[src/rtl/highpass_fir_pkg.sv]
// highpass_fir_pkg
//   Shared constants, types and the coefficient ROM for the sequential
//   high-pass FIR.
//   - NTAPS/DW/CW/AW : taps per set, sample, coefficient and accumulator widths
//   - COEF           : four DC-null coefficient sets, indexed [sel][tap]
//   - round_to_sample: Q-format reduction of the accumulator to a DW-bit sample
//   Build option: HIGHPASS_FIR_SAT_EN clamps the reduced sample instead of
//   wrapping it.
package highpass_fir_pkg;

  localparam int unsigned NTAPS = 32;
  localparam int unsigned DW    = 24;
  localparam int unsigned CW    = 18;
  localparam int unsigned AW    = 47;
  localparam int unsigned PW    = $clog2(NTAPS);

  typedef logic signed [DW-1:0] sample_t;
  typedef logic signed [CW-1:0] coef_t;
  typedef logic signed [AW-1:0] acc_t;

  typedef enum logic [1:0] {
    ST_IDLE = 2'd0,
    ST_MAC  = 2'd1,
    ST_OUT  = 2'd2
  } state_t;

  typedef logic [3:0][NTAPS-1:0][CW-1:0] coef_tab_t;

  // Set s is "x[n] minus the mean of the last span samples" with
  // span = NTAPS >> s, scaled so that h[0] stays just under +1.0. Tap 0 is
  // (span-1)*step and the next span-1 taps are -step, so each set sums to
  // exactly zero. Larger s gives a shorter window and a higher cutoff.
  function automatic coef_tab_t build_coef();
    coef_tab_t   t;
    int unsigned span;
    int unsigned step;
    t = '0;
    for (int unsigned s = 0; s < 4; s++) begin
      span = NTAPS >> s;
      if (span < 2) span = 2;
      step = (32'd1 << (CW - 1)) / span;
      for (int unsigned k = 0; k < NTAPS; k++) begin
        if (k == 0)
          t[s][k] = CW'((span - 1) * step);
        else if (k < span)
          t[s][k] = CW'(32'd0 - step);
      end
    end
    return t;
  endfunction

  localparam coef_tab_t COEF = build_coef();

  localparam acc_t RND_HALF = acc_t'(1) <<< (CW - 2);
  localparam acc_t Y_MAX    = (acc_t'(1) <<< (DW - 1)) - acc_t'(1);
  localparam acc_t Y_MIN    = -(acc_t'(1) <<< (DW - 1));

  // Q1.23 x Q1.17 products carry 40 fractional bits; drop 17 with
  // round-half-up to return to Q1.23.
  function automatic sample_t round_to_sample(input acc_t acc);
    acc_t y;
    y = (acc + RND_HALF) >>> (CW - 1);
`ifdef HIGHPASS_FIR_SAT_EN
    if (y > Y_MAX)
      y = Y_MAX;
    else if (y < Y_MIN)
      y = Y_MIN;
`endif
    return y[DW-1:0];
  endfunction

endpackage

[src/rtl/highpass_fir_mac.sv]
// highpass_fir_mac
//   Signed multiply-accumulate used once per tap by highpass_fir.
//   clk/rstn : clock, asynchronous active-low reset
//   clr      : zero the accumulator (wins over en)
//   en       : add x*h into the accumulator
//   x, h     : signed sample and coefficient
//   acc      : running AW-bit signed sum
module highpass_fir_mac
  import highpass_fir_pkg::*;
(
  input  logic    clk,
  input  logic    rstn,
  input  logic    clr,
  input  logic    en,
  input  sample_t x,
  input  coef_t   h,
  output acc_t    acc
);

  logic signed [DW+CW-1:0] prod;

  always_comb prod = x * h;

  always_ff @(posedge clk or negedge rstn) begin
    if (!rstn)
      acc <= '0;
    else if (clr)
      acc <= '0;
    else if (en)
      acc <= acc + {{(AW-DW-CW){prod[DW+CW-1]}}, prod};
  end

endmodule

[src/rtl/highpass_fir.sv]
// highpass_fir
//   Sequential single-MAC high-pass FIR on a signed AXI-Stream sample path.
//   One sample is in flight at a time; s_axis_tuser picks one of four
//   coefficient sets per sample and is returned on m_axis_tuser.
//   s_axis_aclk / s_axis_arstn : clock, asynchronous active-low reset
//   s_axis_tdata/tvalid/tready : input samples (signed DW bits)
//   s_axis_tuser               : coefficient-set select, captured with sample
//   m_axis_tdata/tvalid/tready : filtered samples (signed DW bits)
//   m_axis_tuser               : set select used for the output sample
//   Build option: HIGHPASS_FIR_SAT_EN saturates the output, otherwise it wraps.
module highpass_fir
  import highpass_fir_pkg::*;
(
  input  logic          s_axis_aclk,
  input  logic          s_axis_arstn,
  input  logic [DW-1:0] s_axis_tdata,
  input  logic          s_axis_tvalid,
  output logic          s_axis_tready,
  input  logic [1:0]    s_axis_tuser,
  output logic [DW-1:0] m_axis_tdata,
  output logic          m_axis_tvalid,
  input  logic          m_axis_tready,
  output logic [1:0]    m_axis_tuser
);

  state_t                 state;
  logic [NTAPS-1:0][DW-1:0] dline;
  logic [PW-1:0]          wr_ptr;
  logic [PW:0]            k;
  logic [1:0]             sel;
  logic                   s_fire;
  logic                   mac_clr;
  logic                   mac_en;
  logic [PW-1:0]          rd_ptr;
  sample_t                mac_x;
  coef_t                  mac_h;
  acc_t                   acc;

  assign s_axis_tready = (state == ST_IDLE) && !m_axis_tvalid;

  // wr_ptr keeps pointing at the newest sample for the whole MAC pass and
  // only advances once the result is taken, so tap k reads wr_ptr - k.
  // k runs one step past the last tap; that extra cycle lets the final
  // product land in acc before it is rounded.
  always_comb begin
    s_fire  = s_axis_tvalid && s_axis_tready;
    mac_clr = s_fire;
    mac_en  = (state == ST_MAC) && !k[PW];
    rd_ptr  = wr_ptr - k[PW-1:0];
    mac_x   = dline[rd_ptr];
    mac_h   = coef_t'(COEF[sel][k[PW-1:0]]);
  end

  highpass_fir_mac u_mac (
    .clk  (s_axis_aclk),
    .rstn (s_axis_arstn),
    .clr  (mac_clr),
    .en   (mac_en),
    .x    (mac_x),
    .h    (mac_h),
    .acc  (acc)
  );

  always_ff @(posedge s_axis_aclk or negedge s_axis_arstn) begin
    if (!s_axis_arstn) begin
      state         <= ST_IDLE;
      dline         <= '0;
      wr_ptr        <= '0;
      k             <= '0;
      sel           <= '0;
      m_axis_tdata  <= '0;
      m_axis_tvalid <= 1'b0;
      m_axis_tuser  <= '0;
    end else begin
      case (state)
        ST_IDLE: begin
          if (s_fire) begin
            dline[wr_ptr] <= s_axis_tdata;
            sel           <= s_axis_tuser;
            k             <= '0;
            state         <= ST_MAC;
          end
        end
        ST_MAC: begin
          if (k[PW]) begin
            m_axis_tdata  <= round_to_sample(acc);
            m_axis_tuser  <= sel;
            m_axis_tvalid <= 1'b1;
            wr_ptr        <= wr_ptr + PW'(1);
            state         <= ST_OUT;
          end else begin
            k <= k + (PW+1)'(1);
          end
        end
        ST_OUT: begin
          if (m_axis_tready) begin
            m_axis_tvalid <= 1'b0;
            state         <= ST_IDLE;
          end
        end
        default: state <= ST_IDLE;
      endcase
    end
  end

endmodule

[config.mk]
export PLATFORM = sky130hd
export DESIGN_NAME = highpass_fir
export DESIGN_NICKNAME = d
export VERILOG_FILES = /design/src/rtl/highpass_fir_pkg.sv /design/src/rtl/highpass_fir_mac.sv /design/src/rtl/highpass_fir.sv
export SDC_FILE = /design/constraint.sdc
export NUM_CORES = 2
export LEC_CHECK = 0
export BUFFER_PORTS_ARGS = -buffer_cell sky130_fd_sc_hd__buf_4
export CAP_MARGIN = 20
export CORE_UTILIZATION = 50
export CTS_CLUSTER_SIZE = 40
export DETAILED_ROUTE_END_ITERATION = 10
export PLACE_DENSITY = 0.68
export SLEW_MARGIN = 20
export SYNTH_ARGS = -nofsm -noshare
export SYNTH_HDL_FRONTEND = slang
export SYNTH_SLANG_ARGS = --single-unit
[constraint.sdc]
create_clock -name s_axis_aclk -period 9.9 [get_ports s_axis_aclk]
set_input_delay 2.475 -clock s_axis_aclk [delete_from_list [all_inputs] [get_ports s_axis_aclk]]
set_output_delay 2.475 -clock s_axis_aclk [all_outputs]
set_load 0.1 [all_outputs]
==> reports/results.txt <==
Status: complete, no violations
Multiplexer area fraction after synthesis: 32.6%
Area occupied by multi-input gates: 21800 µm²
Non-filler cells, final: 4386
Largest net degree at the start of global routing: 193
WP data arrival: 10.16 ns
Wire per inst: 25.2 µm
CP endpoint kind: flip-flop
Reg-to-reg critical path endpoint: u_mac.acc[39]
Initial antenna violation count: 2
FMAX: 0.104 GHz
Inst Count DP: 4197
Clock Skew: 0.0295 ns
DP HPWL: 68.9 mm
Post-synth EDFFs: 0
Total die area: 89100 µm²
H-tree depth: 3
Rows: 108
Fill cells: 6684
Syn. warnings: 0
Routed WL: 110 mm
GRT Resource Usage Total: 25.2%
CTS tree: done
Chip Width: 299 µm
Reg2reg setup slack: 0.33 ns
Ys flop type: dfrtp_1
Global-route wire length before repair: 170 mm
Maxcap violations: 0
Root buf cell: clkbuf_16
Post-CTS Hold Buffers: 0
Crit path from: wr_ptr[0]
Crit-path max FO: 8
Final setup violation count: 0
Critical path class: reg2reg
Hold Crit Class: reg2reg
R2R depth: 40
Post-Synth Simple-Gate Area: 3.80%
Number of buffers created by CTS: 90
Slew HR: 23.2%
CTS Sinks: 839
CTS max path bufs: 3
R2R Path Start: wr_ptr[0]
Setup TNS: 0 ns
Crit start category: flip-flop
RSZ-0062 raised after global routing: false
Grt total ovfl: 0
Final core occ: 57.1%
Initial Utilization: 50.6%
Synthesized flop and latch total: 839
Required @ worst endpoint: 10.49 ns
Ports: 58
Ys async rst share: 100%
Initial DRT Pass Iterations: 6
Die Ht: 299 µm
Final-report hold violation count: 0
Post-Synth Adder-Cell Area: 8.31%
DRC Markers: 0
1st-iter DRT viols: 1925
Critical-path top delay cell: fa_4
PortBufs: 57
Tcrit/Tclk final: 96.7%
Nets: 3421
Mapped Avg Cell Area: 14.2 µm²
CTS clk-pin slew, worst paths: 0.06 ns
Worst-Skew Late Latency: 0.67 ns
Xor and xnor fraction of the mapped netlist area: 1.66%
Sequential Area: 21000 µm²
Cell area after synthesis: 44000 µm²
Layout area overhead: 12.8%
Crit-path most repeated cell: fa_1
Final hold slack: 0.481 ns
Cell variety after synth: 67
Syn nets: 3368
Vias per Instance: 5.96
Via count: 26200
Tmin final: 9.57 ns
Register area share after synthesis: 47.8%
Vias in the first global route: 28100
Measured slew at the worst slew-check pin: 1.15 ns
CP max stage delay: 0.87 ns
Fin. max-slew vios: 0
Core area: 86900 µm²
Synth Instances: 3103
Layout cells sized above 1: 43.2%
Routability cong.: 0.957
CP Capture Point: u_mac.acc[39]
Routed Antenna Nets: 0
Synth Area in Compound Gates: 2.80%
Largest family of logic cells by synthesized area: multiplexers
[logic make-up after synthesis]
logic type                 after synthesis
AOI/OAI and AO/OA                      197
DFF                                    839
buffers and inverters                  343
and+or+nand+nor                        370
muxes                                 1038
adders and majority gates              235
xor gates and xnor gates                81
[state kept, by name, indices dropped and copies added (netlist names)]
register       flops
m_axis_tvalid      1
state              2
sel                2
k                  6
m_axis_tuser       2
m_axis_tdata      24
u_mac.acc         29
dline            768
wr_ptr             5
[cell usage after synthesis (all sizes together) (2+ instances only)]
cell | count | area share (%)
dfrtp | 839 | 48
mux2 | 773 | 20
mux4 | 238 | 12
clkbuf | 190 | 1.6
ha | 140 | 4.0
nand2 | 140 | 1.2
inv | 114 | 0.97
nor2 | 113 | 0.96
fa | 95 | 4.3
o21ai | 76 | 0.87
xnor2 | 49 | 0.99
a21oi | 46 | 0.54
buf | 38 | 0.47
xor2 | 31 | 0.62
and2 | 30 | 0.43
mux2i | 27 | 0.61
nand3 | 26 | 0.30
a21o | 22 | 0.38
and3 | 12 | 0.17
nand2b | 9 | 0.13
o21bai | 9 | 0.16
nand4 | 8 | 0.11
nor2b | 8 | 0.11
a31oi | 7 | 0.10
o21a | 7 | 0.12
nor3 | 6 | 0.068
or2 | 4 | 0.057
a2111oi | 3 | 0.10
a211o | 3 | 0.060
a211oi | 3 | 0.063
a31o | 3 | 0.060
and4 | 3 | 0.060
nor3b | 3 | 0.051
o31ai | 3 | 0.051
a22o | 2 | 0.040
and3b | 2 | 0.040
o2111ai | 2 | 0.040
[per-layer routing]
layer	up-vias	routed length, µm	track usage [%]
met5	-	13	0
met4	2	2690	7.18
met3	172	6140	4.03
met2	660	53300	41.2
met1	14000	48300	35.1
li1	11300	-	-
[worst max-delay path, delay by kind of cell, from the launching register on]
family / cells / cell delay, ns
compound gates: 10 / 1.87
xor+xnor: 1 / 0.09
fa+ha+maj: 11 / 4.41
buf+inv: 9 / 0.94
flops: 1 / 0.36
mux: 3 / 0.96
simple gates: 6 / 0.80
[worst min-delay path by stage]
stage                         start              end  cells after the start
floorplan                dline[120]       dline[120]                      1
global placement    m_axis_tuser[1]  m_axis_tuser[1]                      2
detailed placement  m_axis_tuser[1]  m_axis_tuser[1]                      2
CTS                 m_axis_tdata[5]  m_axis_tdata[5]                      2
global route             dline[324]       dline[324]                      1
finish              m_axis_tdata[5]  m_axis_tdata[5]                      2
[metrics by stage]
| step | area [µm²] | worst slack, ns |
|---|---|---|
| after CTS | 49200 | 0.00539 |
| after global placement | 46000 | 0.186 |
| after global routing | 49600 | 0.00414 |
| after floorplan | 44000 | 0.0396 |
| final | 49600 | 0.328 |
| after detailed placement | 46000 | 0.0108 |
[placed cells by master (no fill, tap or decap), drive strengths merged, types with 8 or more instances in the layout]
master	n
a21o	22
a21oi	46
and2	30
and3	12
buf	187
bufinv	8
clkbuf	138
clkinv	15
dfrtp	839
fa	95
ha	140
inv	118
mux2	773
mux2i	27
mux4	238
nand2	140
nand2b	9
nand3	26
nand4	8
nor2	113
nor2b	8
o21ai	76
o21bai	9
xnor2	49
xor2	31
[what timing repair did]
action                                  in CTS  in global routing
gates resized for setup                      1                 32
gates cloned                                 0                  2
buffers inserted                             0                 18
pin swaps                                    0                 14
endpoints found under the setup margin       1                  6
[area by class of cell]
type | count | share of cell area [%]
multi-input cells | 1921 | 44.0
clock inverters | 29 | 0.810
diodes | 2 | 0.0101
well taps | 1155 | 2.91
flip-flops and latches | 839 | 42.3
clock buffers | 136 | 5.56
inverters | 115 | 0.870
repair buffers | 189 | 3.56
Power is not shown: default switching activity piles up to over one toggle a cycle in this logic, so the estimate is an artifact.
